**src/rtl/pipe_backbone_pkg.sv**
```systemverilog
// =============================================================================
// pipe_backbone_pkg : stage metadata type and forwarding priority encoder
// Revision: 1.0
// =============================================================================
`default_nettype none

package pipe_backbone_pkg;

    localparam int MAX_STAGES    = 31;
    localparam int FWD_MAX_W     = $clog2(MAX_STAGES + 1);
    localparam int RD_ADDR_MAX_W = 16;

    typedef struct packed {
        logic                     valid;
        logic                     reg_we;
        logic [RD_ADDR_MAX_W-1:0] rd_addr;
    } stage_meta_t;

    // Returns index+1 of the lowest (youngest) set hit bit, 0 when none.
    function automatic logic [FWD_MAX_W-1:0] fwd_sel_f(input logic [MAX_STAGES-1:0] hit);
        fwd_sel_f = '0;
        for (int k = MAX_STAGES - 1; k >= 0; k--) begin
            if (hit[k]) fwd_sel_f = FWD_MAX_W'(k + 1);
        end
    endfunction

endpackage

`default_nettype wire

```
**src/rtl/pipe_stage_reg.sv**
```systemverilog
// =============================================================================
// pipe_stage_reg : one pipeline stage register with load / clear / hold
// Revision: 1.0
// =============================================================================
`default_nettype none

module pipe_stage_reg
    import pipe_backbone_pkg::*;
#(
    parameter int DATA_W = 64
) (
    input  logic              i_clk,
    input  logic              i_arst,
    input  logic              i_load,
    input  logic              i_clear,
    input  logic [DATA_W-1:0] i_data,
    input  stage_meta_t       i_meta,
    output logic [DATA_W-1:0] o_data,
    output stage_meta_t       o_meta
);

    logic [DATA_W-1:0] r_data;
    stage_meta_t       r_meta;

    // Clear only drops the valid bit; the stale payload is harmless once invalid.
    always_ff @(posedge i_clk or posedge i_arst) begin
        if (i_arst) begin
            r_data <= '0;
            r_meta <= '0;
        end else if (i_load) begin
            r_data <= i_data;
            r_meta <= i_meta;
        end else if (i_clear) begin
            r_meta.valid <= 1'b0;
        end
    end

    assign o_data = r_data;
    assign o_meta = r_meta;

endmodule

`default_nettype wire

```
**src/rtl/pipe_backbone.sv**
```systemverilog
// =============================================================================
// pipe_backbone : N-stage in-order pipeline with stall/flush and forwarding
// Optional: define PIPE_PERF_CNT_EN for stall-cycle and flush counters
// Revision: 1.0
// =============================================================================
`default_nettype none

module pipe_backbone
    import pipe_backbone_pkg::*;
#(
    parameter int STAGES     = 4,
    parameter int DATA_W     = 64,
    parameter int REG_ADDR_W = 5,
    parameter int FWD_W      = $clog2(STAGES + 1)
) (
    input  logic                         i_clk,
    input  logic                         i_arst,
    input  logic                         i_valid,
    output logic                         o_ready,
    input  logic [DATA_W-1:0]            i_data,
    input  logic [REG_ADDR_W-1:0]        i_rd_addr,
    input  logic                         i_reg_we,
    output logic                         o_valid,
    input  logic                         i_ready,
    output logic [DATA_W-1:0]            o_data,
    output logic [REG_ADDR_W-1:0]        o_rd_addr,
    output logic                         o_reg_we,
    input  logic [STAGES-1:0]            i_stall_mask,
    input  logic [STAGES-1:0]            i_flush_mask,
    input  logic [REG_ADDR_W-1:0]        i_rs1_addr,
    input  logic [REG_ADDR_W-1:0]        i_rs2_addr,
    output logic [FWD_W-1:0]             o_fwd_rs1,
    output logic [FWD_W-1:0]             o_fwd_rs2,
    output logic [STAGES-1:0]            o_stage_valid,
`ifdef PIPE_PERF_CNT_EN
    output logic [31:0]                  o_stall_cycles,
    output logic [31:0]                  o_flush_count,
`endif
    output logic [STAGES*REG_ADDR_W-1:0] o_stage_rd_addr
);

    logic [DATA_W-1:0]      w_data [STAGES];
    stage_meta_t            w_meta [STAGES];
    logic [STAGES-1:0]      w_valid;
    logic [STAGES-1:0]      w_eff_valid;
    logic [STAGES-1:0]      w_out_move;
    logic [STAGES-1:0]      w_accept;
    logic [STAGES-1:0]      w_src_ok;
    logic [STAGES-1:0]      w_load;
    logic [STAGES-1:0]      w_clear;
    logic [MAX_STAGES-1:0]  w_hit1;
    logic [MAX_STAGES-1:0]  w_hit2;
    logic                   w_next_accept;

    // A stage being flushed behaves as a bubble: its payload neither leaves nor blocks.
    assign w_eff_valid = w_valid & ~i_flush_mask;

    always_comb begin
        w_out_move    = '0;
        w_accept      = '0;
        w_next_accept = i_ready;
        for (int k = STAGES - 1; k >= 0; k--) begin
            w_out_move[k] = w_eff_valid[k] & ~i_stall_mask[k] & w_next_accept;
            w_accept[k]   = ~i_stall_mask[k] & (~w_eff_valid[k] | w_out_move[k]);
            w_next_accept = w_accept[k];
        end
    end

    genvar k;
    generate
        for (k = 0; k < STAGES; k++) begin : g_stage
            logic [DATA_W-1:0] w_src_data;
            stage_meta_t       w_src_meta;

            if (k == 0) begin : g_head
                assign w_src_ok[k] = i_valid;
                assign w_src_data  = i_data;
                assign w_src_meta  = '{valid:   1'b1,
                                       reg_we:  i_reg_we,
                                       rd_addr: RD_ADDR_MAX_W'(i_rd_addr)};
            end else begin : g_body
                assign w_src_ok[k] = w_eff_valid[k-1] & ~i_stall_mask[k-1];
                assign w_src_data  = w_data[k-1];
                assign w_src_meta  = w_meta[k-1];
            end

            assign w_load[k]  = w_accept[k] & w_src_ok[k] & ~i_flush_mask[k];
            assign w_clear[k] = i_flush_mask[k] | (w_out_move[k] & ~w_load[k]);

            pipe_stage_reg #(
                .DATA_W (DATA_W)
            ) u_stage (
                .i_clk   (i_clk),
                .i_arst  (i_arst),
                .i_load  (w_load[k]),
                .i_clear (w_clear[k]),
                .i_data  (w_src_data),
                .i_meta  (w_src_meta),
                .o_data  (w_data[k]),
                .o_meta  (w_meta[k])
            );

            assign w_valid[k] = w_meta[k].valid;
            assign o_stage_rd_addr[k*REG_ADDR_W +: REG_ADDR_W] = w_meta[k].rd_addr[REG_ADDR_W-1:0];
        end
    endgenerate

    always_comb begin
        w_hit1 = '0;
        w_hit2 = '0;
        for (int s = 0; s < STAGES; s++) begin
            w_hit1[s] = w_meta[s].valid & w_meta[s].reg_we & (i_rs1_addr != '0) &
                        (w_meta[s].rd_addr == RD_ADDR_MAX_W'(i_rs1_addr));
            w_hit2[s] = w_meta[s].valid & w_meta[s].reg_we & (i_rs2_addr != '0) &
                        (w_meta[s].rd_addr == RD_ADDR_MAX_W'(i_rs2_addr));
        end
    end

    assign o_fwd_rs1     = FWD_W'(fwd_sel_f(w_hit1));
    assign o_fwd_rs2     = FWD_W'(fwd_sel_f(w_hit2));
    assign o_ready       = w_accept[0];
    assign o_valid       = w_valid[STAGES-1];
    assign o_data        = w_data[STAGES-1];
    assign o_rd_addr     = o_stage_rd_addr[(STAGES-1)*REG_ADDR_W +: REG_ADDR_W];
    assign o_reg_we      = w_valid[STAGES-1] & w_meta[STAGES-1].reg_we;
    assign o_stage_valid = w_valid;

`ifdef PIPE_PERF_CNT_EN
    logic [31:0] r_stall_cycles;
    logic [31:0] r_flush_count;
    logic [32:0] w_flush_sum;

    assign w_flush_sum = {1'b0, r_flush_count} + 33'($countones(w_valid & i_flush_mask));

    always_ff @(posedge i_clk or posedge i_arst) begin
        if (i_arst) begin
            r_stall_cycles <= '0;
            r_flush_count  <= '0;
        end else begin
            if (i_valid && !w_accept[0] && (r_stall_cycles != '1))
                r_stall_cycles <= r_stall_cycles + 32'd1;
            r_flush_count <= w_flush_sum[32] ? '1 : w_flush_sum[31:0];
        end
    end

    assign o_stall_cycles = r_stall_cycles;
    assign o_flush_count  = r_flush_count;
`endif

endmodule

`default_nettype wire

```
**config.mk**
```make
export PLATFORM = sky130hd
export DESIGN_NAME = pipe_backbone
export DESIGN_NICKNAME = d
export VERILOG_FILES = /design/src/rtl/pipe_backbone_pkg.sv /design/src/rtl/pipe_stage_reg.sv /design/src/rtl/pipe_backbone.sv
export SDC_FILE = /design/constraint.sdc
export NUM_CORES = 1
export LEC_CHECK = 0
export ABC_AREA = 1
export BUFFER_PORTS_ARGS = -buffer_cell sky130_fd_sc_hd__buf_4
export CORE_UTILIZATION = 56
export DETAILED_ROUTE_END_ITERATION = 7
export HOLD_SLACK_MARGIN = 0.02
export PLACE_DENSITY = 0.79
export SLEW_MARGIN = 40
export SYNTH_ARGS = -nofsm -noshare
export SYNTH_HDL_FRONTEND = slang
export SYNTH_SLANG_ARGS = --single-unit
```
**constraint.sdc**
```tcl
create_clock -name i_clk -period 9.2 [get_ports i_clk]
set_input_delay 0.46 -clock i_clk [delete_from_list [all_inputs] [get_ports i_clk]]
set_output_delay 0.46 -clock i_clk [all_outputs]
set_load 0.01 [all_outputs]
```
==> results.tsv, run 1 <==
stage	metric	value	unit
critical_path	slowest_delay	0.61	ns
clocking	postCtsSetupBuffers	0	
run	maxCapViolations	0	
min_path	hold_class	input port to asynchronous set/reset pin	
critical_path	critPathMaxFanout	72	
timing	fmax	0.3301	GHz
clocking	cts_max_level	1	
synthesis	synthTopCellsByArea	dfrtp_1 (60%), nand2_1 (10%), o21ai_0 (5.4%), inv_1 (5.1%), nand4_1 (4.1%)	
pwr	p_per_area	216.4	mW/mm2
clocking	postCtsHoldBufs	0	
synthesis	synth_cell_types	32	
critical_path	cp-end-kind	register	
clocking	cts_buffers	28	
synthesis	synth_edf_count	0	
timing	finalWorstPathRequiredPeriod	3.029	ns
floorplan	start_util	0.5781	
routing	avgViaCountPerCell	5.202	
synthesis	synth_async_sr_flop_share	1.000	
global_route	gr-total-overflow	0	
synthesis	ys_seq_area_frac	0.6018	
routing	wl_met1	11190	um
global_route	first_global_vias	8622	
synthesis	syn_nets	1409	
critical_path	crit_slowest_cell	nand3_4	
clocking	clk_latency	0.55	ns
status	run_status	complete, but fails checks	
clocking	cts_resized	0	
critical_path	critPathKind	register to register	
synthesis	netlist.area_leader.share	0.6018	
timing	slew_headroom	0.4800	
placed_design	place_inst	1683	
timing	fin_skew	0.01293	ns
final_layout	post-route-util	0.6951	
critical_path	crit_chain	nand2_1 -> nor3_1 -> nand2_1 -> nand2_2 -> nand2_2 -> nand2_4 -> nand3_4 -> buf_12 -> nand2_1 -> nand2_1	
routing	drt_iter0_drc	453	
timing	hold_ws	-0.02444	ns
placed_design	dp_hpwl	16850	um
floorplan	dieArea	0.02167	mm2
routing	vias	9030	
floorplan	rows	52	
critical_path	crit_top_cell	nand2_1	
timing	rsz0062_at_grt	no	
routing	wl	26820	um
routing	ant_nets	0	
critical_path	cp_data_required_time	9.64	ns
routing	wl_met2	13550	um
synthesis	synth-seq-cells	284	
pwr	p_leak	7.647	nW
critical_path	arrival	3.47	ns
timing	hold_viol	5	
synthesis	synthCells	1317	
synthesis	netlist_area	0.01181	mm2
pwr	ir_drop	0.1265	mV
floorplan	die_h	147.2	um
critical_path	startpoint_type	register	
placed_design	place_congestion	0.9057	
clocking	clock-sinks	284	
floorplan	placeableCoreArea	0.02043	mm2
routing	drc	0	
timing	slew_viol_final	0	
routing	wl_met3	1506	um
timing	finalSetupViolations	0	
placed_design	dp_slack	5.745	ns
clocking	clkTransAtPathRegs	0.06	ns
floorplan	io_pins	194	
global_route	grt_use_total	0.2521	
timing	worstMarginPinSlew	0.7800	ns
final_layout	syn_to_final_growth	20.25	%
synthesis	yosysTopAreaCell	dfrtp_1	
final_layout	fin_area	0.01420	mm2
routing	wire_per_inst	15.45	um
clocking	cts_buffer_depth	3	
synthesis	avgSynthCellArea	8.967	um2
clocking	root_buffer	clkbuf_16	
global_route	antenna_found_initial	1	
final_layout	layout-drive-gt1-share	0.1802	
floorplan	die_width	147.2	um
synthesis	synthFlopType	dfrtp_1	
routing	drt_first_pass_iters	5	
final_layout	fin_nets	1536	
timing	period_share	0.3293	
timing	fin_ws	6.171	ns
clocking	cts_tree	yes	
placed_design	dpl-instance-area	0.01314	mm2
global_route	grt_max_degree	131	
status	violations	hold timing	
synthesis	yosysWarnings	0	
global_route	grt_pass1_wl	43600	um
final_layout	stdcell_count	1736	
timing	setup_tns	0	ns
placed_design	portBuffers	193	
routing	top_layer_used	met4	
critical path, delay by kind of cell (launching register included):
kind          cells  cell delay, ns
buf+inv           1            0.37
flops             1            0.41
simple gates      9            2.10
flip-flops by register name (all words and copies together) (netlist names):
signal and count:
g_stage.u_stage.o_data 256, g_stage.u_stage.o_meta 28
kinds of logic after synthesis:
kind of cell,share of synthesized area
multiplexers,0.001907
AO/OA/AOI/OAI,0.09885
XOR/XNOR,0.009641
flip-flops,0.6018
buffers and inverters,0.1001
AND/OR/NAND/NOR,0.1877
routing by layer:
metal,track usage,up-vias
met1,0.3400,4303
met5,0,-
met4,0.07990,0
met2,0.4276,253
li1,-,4435
met3,0.03075,39
layout by cell type, fill, tap and decap left out, types with 3 or more instances in the layout:
cell type,instances
nand2_1,327
dfrtp_1,284
buf_4,197
inv_1,161
o21ai_0,127
nor2_1,86
nand4_1,78
a21oi_1,77
clkbuf_16,28
o21ai_1,17
nor3_1,8
xor2_1,8
nand3_1,7
bufinv_16,6
o22ai_1,5
xnor2_1,5
clkbuf_1,4
clkinv_2,4
clkbuf_8,4
nand3_4,3
clkinv_4,3
buf_6,3
cells in the mapped netlist, drive strengths merged (5+ instances only):
cell and count:
dfrtp 284, xnor2 5, xor2 8, o21ai 144, nor2 87, buf 70, a21oi 77, o22ai 5
nand3 10, nand4 78, inv 164, clkbuf 34, nand2 330, nor3 8
stage by stage:
stage                     total power, mW  hold slack, ns
final                               3.073        -0.02444
after global routing                3.219         0.04647
after CTS                           3.101         0.03643
after detailed placement            1.842          0.4582
after global placement              1.823          0.4528
after floorplan                     1.722          0.4419
final cells by class:
class                           count  area (um2)
Antenna cell                        1       2.502
Clock buffer                       36       770.7
Clock inverter                     15       264.0
Fill cell                        1624        6228
Inverter                          164       628.1
Multi-Input combinational cell    765        3558
Sequential cell                   284        7107
Tap cell                          270       337.8
Timing Repair Buffer              201        1533
path summary, 6_finish.rpt:
path,from,to,slack [ns],cells past startpoint
min in group i_clk,i_data[51],g_stage[0].u_stage.o_data[51]$_DFFE_PP0P_,0.15,3
max in group asynchronous,i_arst,g_stage[3].u_stage.o_data[18]$_DFFE_PP0P_,8.00,3
worst min-delay path,i_arst,g_stage[2].u_stage.o_data[40]$_DFFE_PP0P_,-0.02,2
worst min register to register,g_stage[0].u_stage.o_data[51]$_DFFE_PP0P_,g_stage[0].u_stage.o_data[51]$_DFFE_PP0P_,0.47,2
worst max register to register,g_stage[1].u_stage.o_meta[17]$_DFFE_PP0P_,g_stage[0].u_stage.o_data[21]$_DFFE_PP0P_,6.17,10
worst max-delay path,g_stage[1].u_stage.o_meta[17]$_DFFE_PP0P_,g_stage[0].u_stage.o_data[21]$_DFFE_PP0P_,6.17,10
where the power goes:
| group | switching (mW) | leakage (nW) | internal [mW] |
|---|---|---|---|
| clock | 0.483 | 0.503 | 0.765 |
| combinational | 0.192 | 3.65 | 0.135 |
| sequential | 0.0916 | 3.50 | 1.41 |
No activity file was read; power rests on OpenSTA's default activity.
==> run 2, diff against run 1 <==
==> constraint.sdc (replaced) <==
create_clock -name i_clk -period 2.8 [get_ports i_clk]
set_input_delay 0.14 -clock i_clk [delete_from_list [all_inputs] [get_ports i_clk]]
set_output_delay 0.14 -clock i_clk [all_outputs]
set_load 0.01 [all_outputs]
==> results.tsv, run 2 (synthesis results as in run 1) <==
stage	metric	value	unit	change
global_route	grt_use_total	0.2711		+0.01901
clocking	clock-sinks	284		unchanged
timing	worstMarginPinSlew	0.7617	ns	-0.01830 ns
critical_path	cp_data_required_time	2.66	ns	-6.98 ns
timing	fin_ws	0.5264	ns	-5.644 ns
final_layout	fin_nets	1621		+5.5%
timing	rsz0062_at_grt	no		
final_layout	layout_common_cells	nand2_1 (327), dfrtp_1 (284), buf_4 (204)		
floorplan	die_h	147.2	um	unchanged
pwr	p_leak	7.952	nW	+4.0%
timing	finalWorstPathRequiredPeriod	2.274	ns	
critical_path	arrival	2.13	ns	-1.34 ns
critical_path	critPathMaxFanout	5		-93%
critical_path	crit_path_end	o_fwd_rs2[1]		
global_route	grt_pass1_wl	46930	um	+7.6%
timing	hold_ws	0.06480	ns	+0.08924 ns
timing	fmax	0.4398	GHz	
timing	period_share	0.8120		
critical_path	r2r_end	g_stage[0].u_stage.o_data[37]$_DFFE_PP0P_		
clocking	cts_max_level	1		unchanged
clocking	clk_latency	0.53	ns	-0.02 ns
floorplan	dieArea	0.02167	mm2	unchanged
clocking	clkTransAtPathRegs	0.06	ns	about the same
final_layout	layout-drive-gt1-share	0.1748		-0.005366
clocking	root_buffer	clkbuf_16		
critical_path	startpoint_type	register		
critical_path	critPathKind	register to primary output		
timing	setup_tns	0	ns	unchanged
critical_path	r2r-start	g_stage[1].u_stage.o_meta[17]$_DFFE_PP0P_		
clocking	cts_resized	0		unchanged
floorplan	start_util	0.5781		unchanged
global_route	first_global_vias	9482		+10%
clocking	cts_buffers	29		+3.6%
timing	slew_headroom	0.4915		+0.01146
final_layout	largest_reg_flops	256		unchanged
routing	avgViaCountPerCell	5.231		+0.57%
critical_path	rrSetupSlack	0.80	ns	-5.37 ns
global_route	gr-total-overflow	0		unchanged
floorplan	die_width	147.2	um	unchanged
status	run_status	completed		
min_path	hold_class	input port to register		
critical_path	r2r_cells	9		-1
final_layout	syn_to_final_growth	26.51	%	
clocking	cts_buffer_depth	3		unchanged
routing	drc	0		unchanged
timing	hold_viol	0		-5
floorplan	rows	52		unchanged
pwr	ir_drop	0.4533	mV	+260%
routing	wl	28380	um	+5.8%
clocking	cts_tree	yes		
placed_design	portBuffers	193		unchanged
placed_design	dp_slack	0.8431	ns	-4.902 ns
pwr	p_per_area	649.5	mW/mm2	+200%
timing	slew_viol_final	0		unchanged
global_route	grt_max_degree	88		-33%
routing	drt_first_pass_iters	5		unchanged
routing	ant_nets	0		unchanged
timing	finalSetupViolations	0		unchanged
final_layout	final_common_cell	nand2_1		
timing	fin_skew	0.01005	ns	-0.002875 ns
floorplan	io_pins	194		unchanged
routing	drt_iter0_drc	482		+6.4%
global_route	antenna_found_initial	1		unchanged
placed_design	dp_hpwl	18180	um	+7.9%
run	maxCapViolations	0		unchanged
critical_path	worstSetupStartpoint	g_stage[1].u_stage.o_meta[4]$_DFFE_PP0P_		
pwr	total_power	9.705	mW	+220%
floorplan	placeableCoreArea	0.02043	mm2	unchanged
routing	vias	9526		+5.5%
placed_design	place_congestion	0.9210		+1.7%
routing	wire_per_inst	15.58	um	+0.87%
critical_path	cp-end-kind	primary output		
-- run 2: cell types whose count changed in the layout (fill, tap and decap cells not counted), sizes merged --
cell,delta
buf,+11
clkinv,-3
dlygate4sd3,+73
clkinvlp,+3
inv,-1
bufinv,-6
clkbuf,+8
-- run 2: final cells by class --
class | count | area (um2)
antenna | 1 | 2.502
inverter | 164 | 619.3
tap | 270 | 337.8
fill | 1484 | 5489
multi-input combinational | 765 | 3558
timing repair buffer | 285 | 2422
clock inverter | 8 | 51.30
sequential | 284 | 7107
clock buffer | 44 | 842.1
-- run 2: worst min path at each step --
stage | start | end | slack (ns) | cells after the start
3_5_place_dp | i_arst | g_stage[3].u_stage.o_data[26]$_DFFE_PP0P_ | 0.23 | 2
4_1_cts | i_stall_mask[2] | g_stage[1].u_stage.o_meta[17]$_DFFE_PP0P_ | 0.04 | 5
6_report | i_stall_mask[2] | g_stage[1].u_stage.o_meta[17]$_DFFE_PP0P_ | 0.06 | 5
5_1_grt | i_stall_mask[2] | g_stage[1].u_stage.o_meta[17]$_DFFE_PP0P_ | 0.06 | 5
3_3_place_gp | i_arst | g_stage[3].u_stage.o_data[26]$_DFFE_PP0P_ | 0.22 | 2
2_1_floorplan | i_data[19] | g_stage[0].u_stage.o_data[19]$_DFFE_PP0P_ | 0.29 | 2
-- run 2: what timing repair did --
item                                    in CTS  in global routing
hold buffers                                73                  0
setup buffers                                0                  0
endpoints found under the hold margin       89                  0
endpoints found under the setup margin       0                  0
-- run 2: worst max-delay path, stage by stage (launching register included) --
cell	delay, ns
dfrtp_1	0.47
inv_1	0.14
o22ai_1	0.10
nor3_1	0.19
nand4_1	0.20
a21boi_0	0.33
buf_4	0.19
-- run 2: routing by layer --
layer,wire (um),GRT usage,up-vias
li1,-,-,4593
met1,11700,0.3476,4569
met2,14370,0.4686,284
met3,1118,0.03075,80
met4,1187,0.1149,0
met5,0,0,-
-- run 2: report_power, final --
group          internal (mW)  switching [mW]  total (mW)
logic                  0.523           0.662        1.19
registers               4.62           0.307        4.93
clock network           2.07            1.52        3.59
-- run 2: stage by stage --
step / instance area [um2] / util / instances
3_5_place_dp: 13310 / 0.6517 / 1695
5_1_grt: 14940 / 0.7313 / 1821
6_report: 14940 / 0.7313 / 1821
4_1_cts: 14940 / 0.7312 / 1820
2_1_floorplan: 11810 / - / 1317
3_3_place_gp: 13310 / 0.6517 / 1695
==> run 3, diff against run 2 <==
==> constraint.sdc (replaced) <==
create_clock -name i_clk -period 2.25 [get_ports i_clk]
set_input_delay 0.1125 -clock i_clk [delete_from_list [all_inputs] [get_ports i_clk]]
set_output_delay 0.1125 -clock i_clk [all_outputs]
set_load 0.01 [all_outputs]
==> results.tsv, run 3 (synthesis results as in run 1) <==
stage	metric	value	unit	change
clocking	cts_buffer_depth	3		unchanged
min_path	hold_class	input port to register		
critical_path	startpoint_type	register		
pwr	p_leak	8.052	nW	+1.3%
clocking	postCtsSetupBuffers	0		unchanged
routing	vias	9452		-0.78%
floorplan	placeableCoreArea	0.02043	mm2	unchanged
global_route	first_global_vias	8961		-5.5%
clocking	root_buffer	clkbuf_16		
routing	ant_nets	0		unchanged
placed_design	place_congestion	0.9357		+1.6%
timing	period_share	0.9580		
placed_design	portBuffers	193		unchanged
floorplan	die_width	147.2	um	unchanged
routing	wire_per_inst	15.43	um	-0.96%
timing	hold_viol	0		unchanged
clocking	cts_tree	yes		
global_route	grt_use_total	0.2639		-0.007207
global_route	grt_max_degree	96		+9.1%
critical_path	crit_slowest_cell	dfrtp_1		
clocking	clkTransAtPathRegs	0.06	ns	about the same
timing	finalSetupViolations	0		unchanged
status	run_status	completed		
routing	drc	0		unchanged
floorplan	rows	52		unchanged
floorplan	die_h	147.2	um	unchanged
final_layout	fillers	1420		-4.3%
final_layout	final_common_cell	nand2_1		
floorplan	io_pins	194		unchanged
critical_path	worstSetupStartpoint	g_stage[1].u_stage.o_meta[4]$_DFFE_PP0P_		
min_path	min_from	i_stall_mask[2]		
run	maxCapViolations	0		unchanged
final_layout	layout_common_cells	nand2_1 (327), dfrtp_1 (284), buf_4 (207)		
clocking	cts_max_level	1		unchanged
pwr	p_per_area	844.6	mW/mm2	+30%
critical_path	crit_chain	inv_1 -> o22ai_1 -> nor3_1 -> nand4_1 -> a21boi_2 -> buf_4		
final_layout	syn_to_final_growth	28.18	%	
pwr	ir_drop	0.5893	mV	+30%
routing	wl	28170	um	-0.75%
routing	drt_first_pass_iters	5		unchanged
timing	slew_headroom	0.6477		+0.1562
clocking	clock-sinks	284		unchanged
floorplan	dieArea	0.02167	mm2	unchanged
critical_path	critPathKind	register to primary output		
clocking	cts_buffers	29		unchanged
final_layout	largest_reg_flops	256		unchanged
critical_path	r2r-start	g_stage[3].u_stage.o_meta[17]$_DFFE_PP0P_		
critical_path	slowest_delay	0.47	ns	about the same
floorplan	start_util	0.5781		unchanged
routing	drt_iter0_drc	614		+27%
final_layout	layout-drive-gt1-share	0.1815		+0.006628
final_layout	fin_nets	1624		+0.19%
global_route	grt_pass1_wl	45330	um	-3.4%
global_route	gr-total-overflow	0		unchanged
clocking	clk_latency	0.53	ns	about the same
timing	fin_ws	0.09442	ns	-0.4319 ns
timing	worstMarginPinSlew	0.5284	ns	-0.2333 ns
timing	finalWorstPathRequiredPeriod	2.156	ns	
critical_path	cp_data_required_time	2.14	ns	-0.52 ns
critical_path	arrival	2.04	ns	-0.09 ns
placed_design	dp_hpwl	17840	um	-1.8%
timing	fmax	0.4639	GHz	
timing	fin_skew	0.01295	ns	+0.002895 ns
timing	slew_viol_final	0		unchanged
timing	setup_tns	0	ns	unchanged
critical_path	critPathMaxFanout	5		unchanged
placed_design	dp_slack	0.2690	ns	-0.5741 ns
timing	rsz0062_at_grt	yes		
routing	avgViaCountPerCell	5.179		-0.99%
critical_path	cp-end-kind	primary output		
global_route	antenna_found_initial	0		-1
run 3: cell types whose count changed in the layout (fill, tap and decap cells not counted):
cell and delta:
nor3_1 -3, a21boi_2 +1, clkinvlp_4 -1, a21boi_0 -1, bufinv_16 +6, clkbuf_1 -3, buf_4 +3, clkinv_2 -1
nor3_2 +3
run 3: report_power, final:
group | total, mW | leakage (nW) | switching, mW | internal [mW]
Clock | 5.18 | 0.509 | 1.93 | 3.25
Sequential | 6.13 | 3.50 | 0.375 | 5.75
Combinational | 1.48 | 4.05 | 0.826 | 0.652
run 3: path summary, 6_finish.rpt:
kind                                                        endpoint  slack (ns)  depth (start not counted)
min reg2reg                 g_stage[0].u_stage.o_data[4]$_DFFE_PP0P_        0.47                          2
max                                                     o_fwd_rs2[1]        0.09                          6
min in group asynchronous  g_stage[3].u_stage.o_data[26]$_DFFE_PP0P_        0.17                          3
max in group asynchronous   g_stage[2].u_stage.o_meta[4]$_DFFE_PP0P_        1.23                          4
max reg2reg                g_stage[0].u_stage.o_data[27]$_DFFE_PP0P_        0.20                         13
min                        g_stage[1].u_stage.o_meta[17]$_DFFE_PP0P_        0.03                          5
run 3: repair_timing:
action | in CTS | in global routing
setup endpoints to repair | 0 | 3
gates resized for setup | 0 | 5
endpoints found under the hold margin | 150 | 0
hold buffers | 73 | 0
run 3: cell type report:
class / count / area, um2 / area share
Antenna cell: 1 / 2.502 / 0.0001653
Multi-Input combinational cell: 765 / 3577 / 0.2363
Sequential cell: 284 / 7107 / 0.4695
Timing Repair Buffer: 288 / 2445 / 0.1615
Inverter: 164 / 619.3 / 0.04091
Tap cell: 270 / 337.8 / 0.02232
Clock inverter: 12 / 219.0 / 0.01446
Clock buffer: 41 / 830.8 / 0.05488
run 3: layer usage:
layer  track usage  part of all wire  vias up
met1        0.3416              0.41     4469
met5             0                 0        -
met3       0.03354             0.052       73
met4        0.1304             0.047        0
met2        0.4410              0.49      306
li1              -                 -     4604
run 3: stage by stage:
stage	cell area, um2	hold WS (ns)	total power [mW]	utilization	std cells
2_1_floorplan	11810	0.2617	7.044	-	1317
3_3_place_gp	13340	0.1592	7.484	0.6528	1698
3_5_place_dp	13340	0.1655	7.558	0.6528	1698
4_1_cts	15120	0.03813	12.84	0.7400	1824
5_1_grt	15140	0.03821	13.37	0.7409	1824
6_report	15140	0.02763	12.79	0.7410	1825
run 3: critical path, delay by kind of cell (launching register included):
family / cells / cell delay, ns
and+or+nand+nor: 2 / 0.42
DFF: 1 / 0.47
buffers and inverters: 2 / 0.29
AOI/OAI and AO/OA: 2 / 0.34
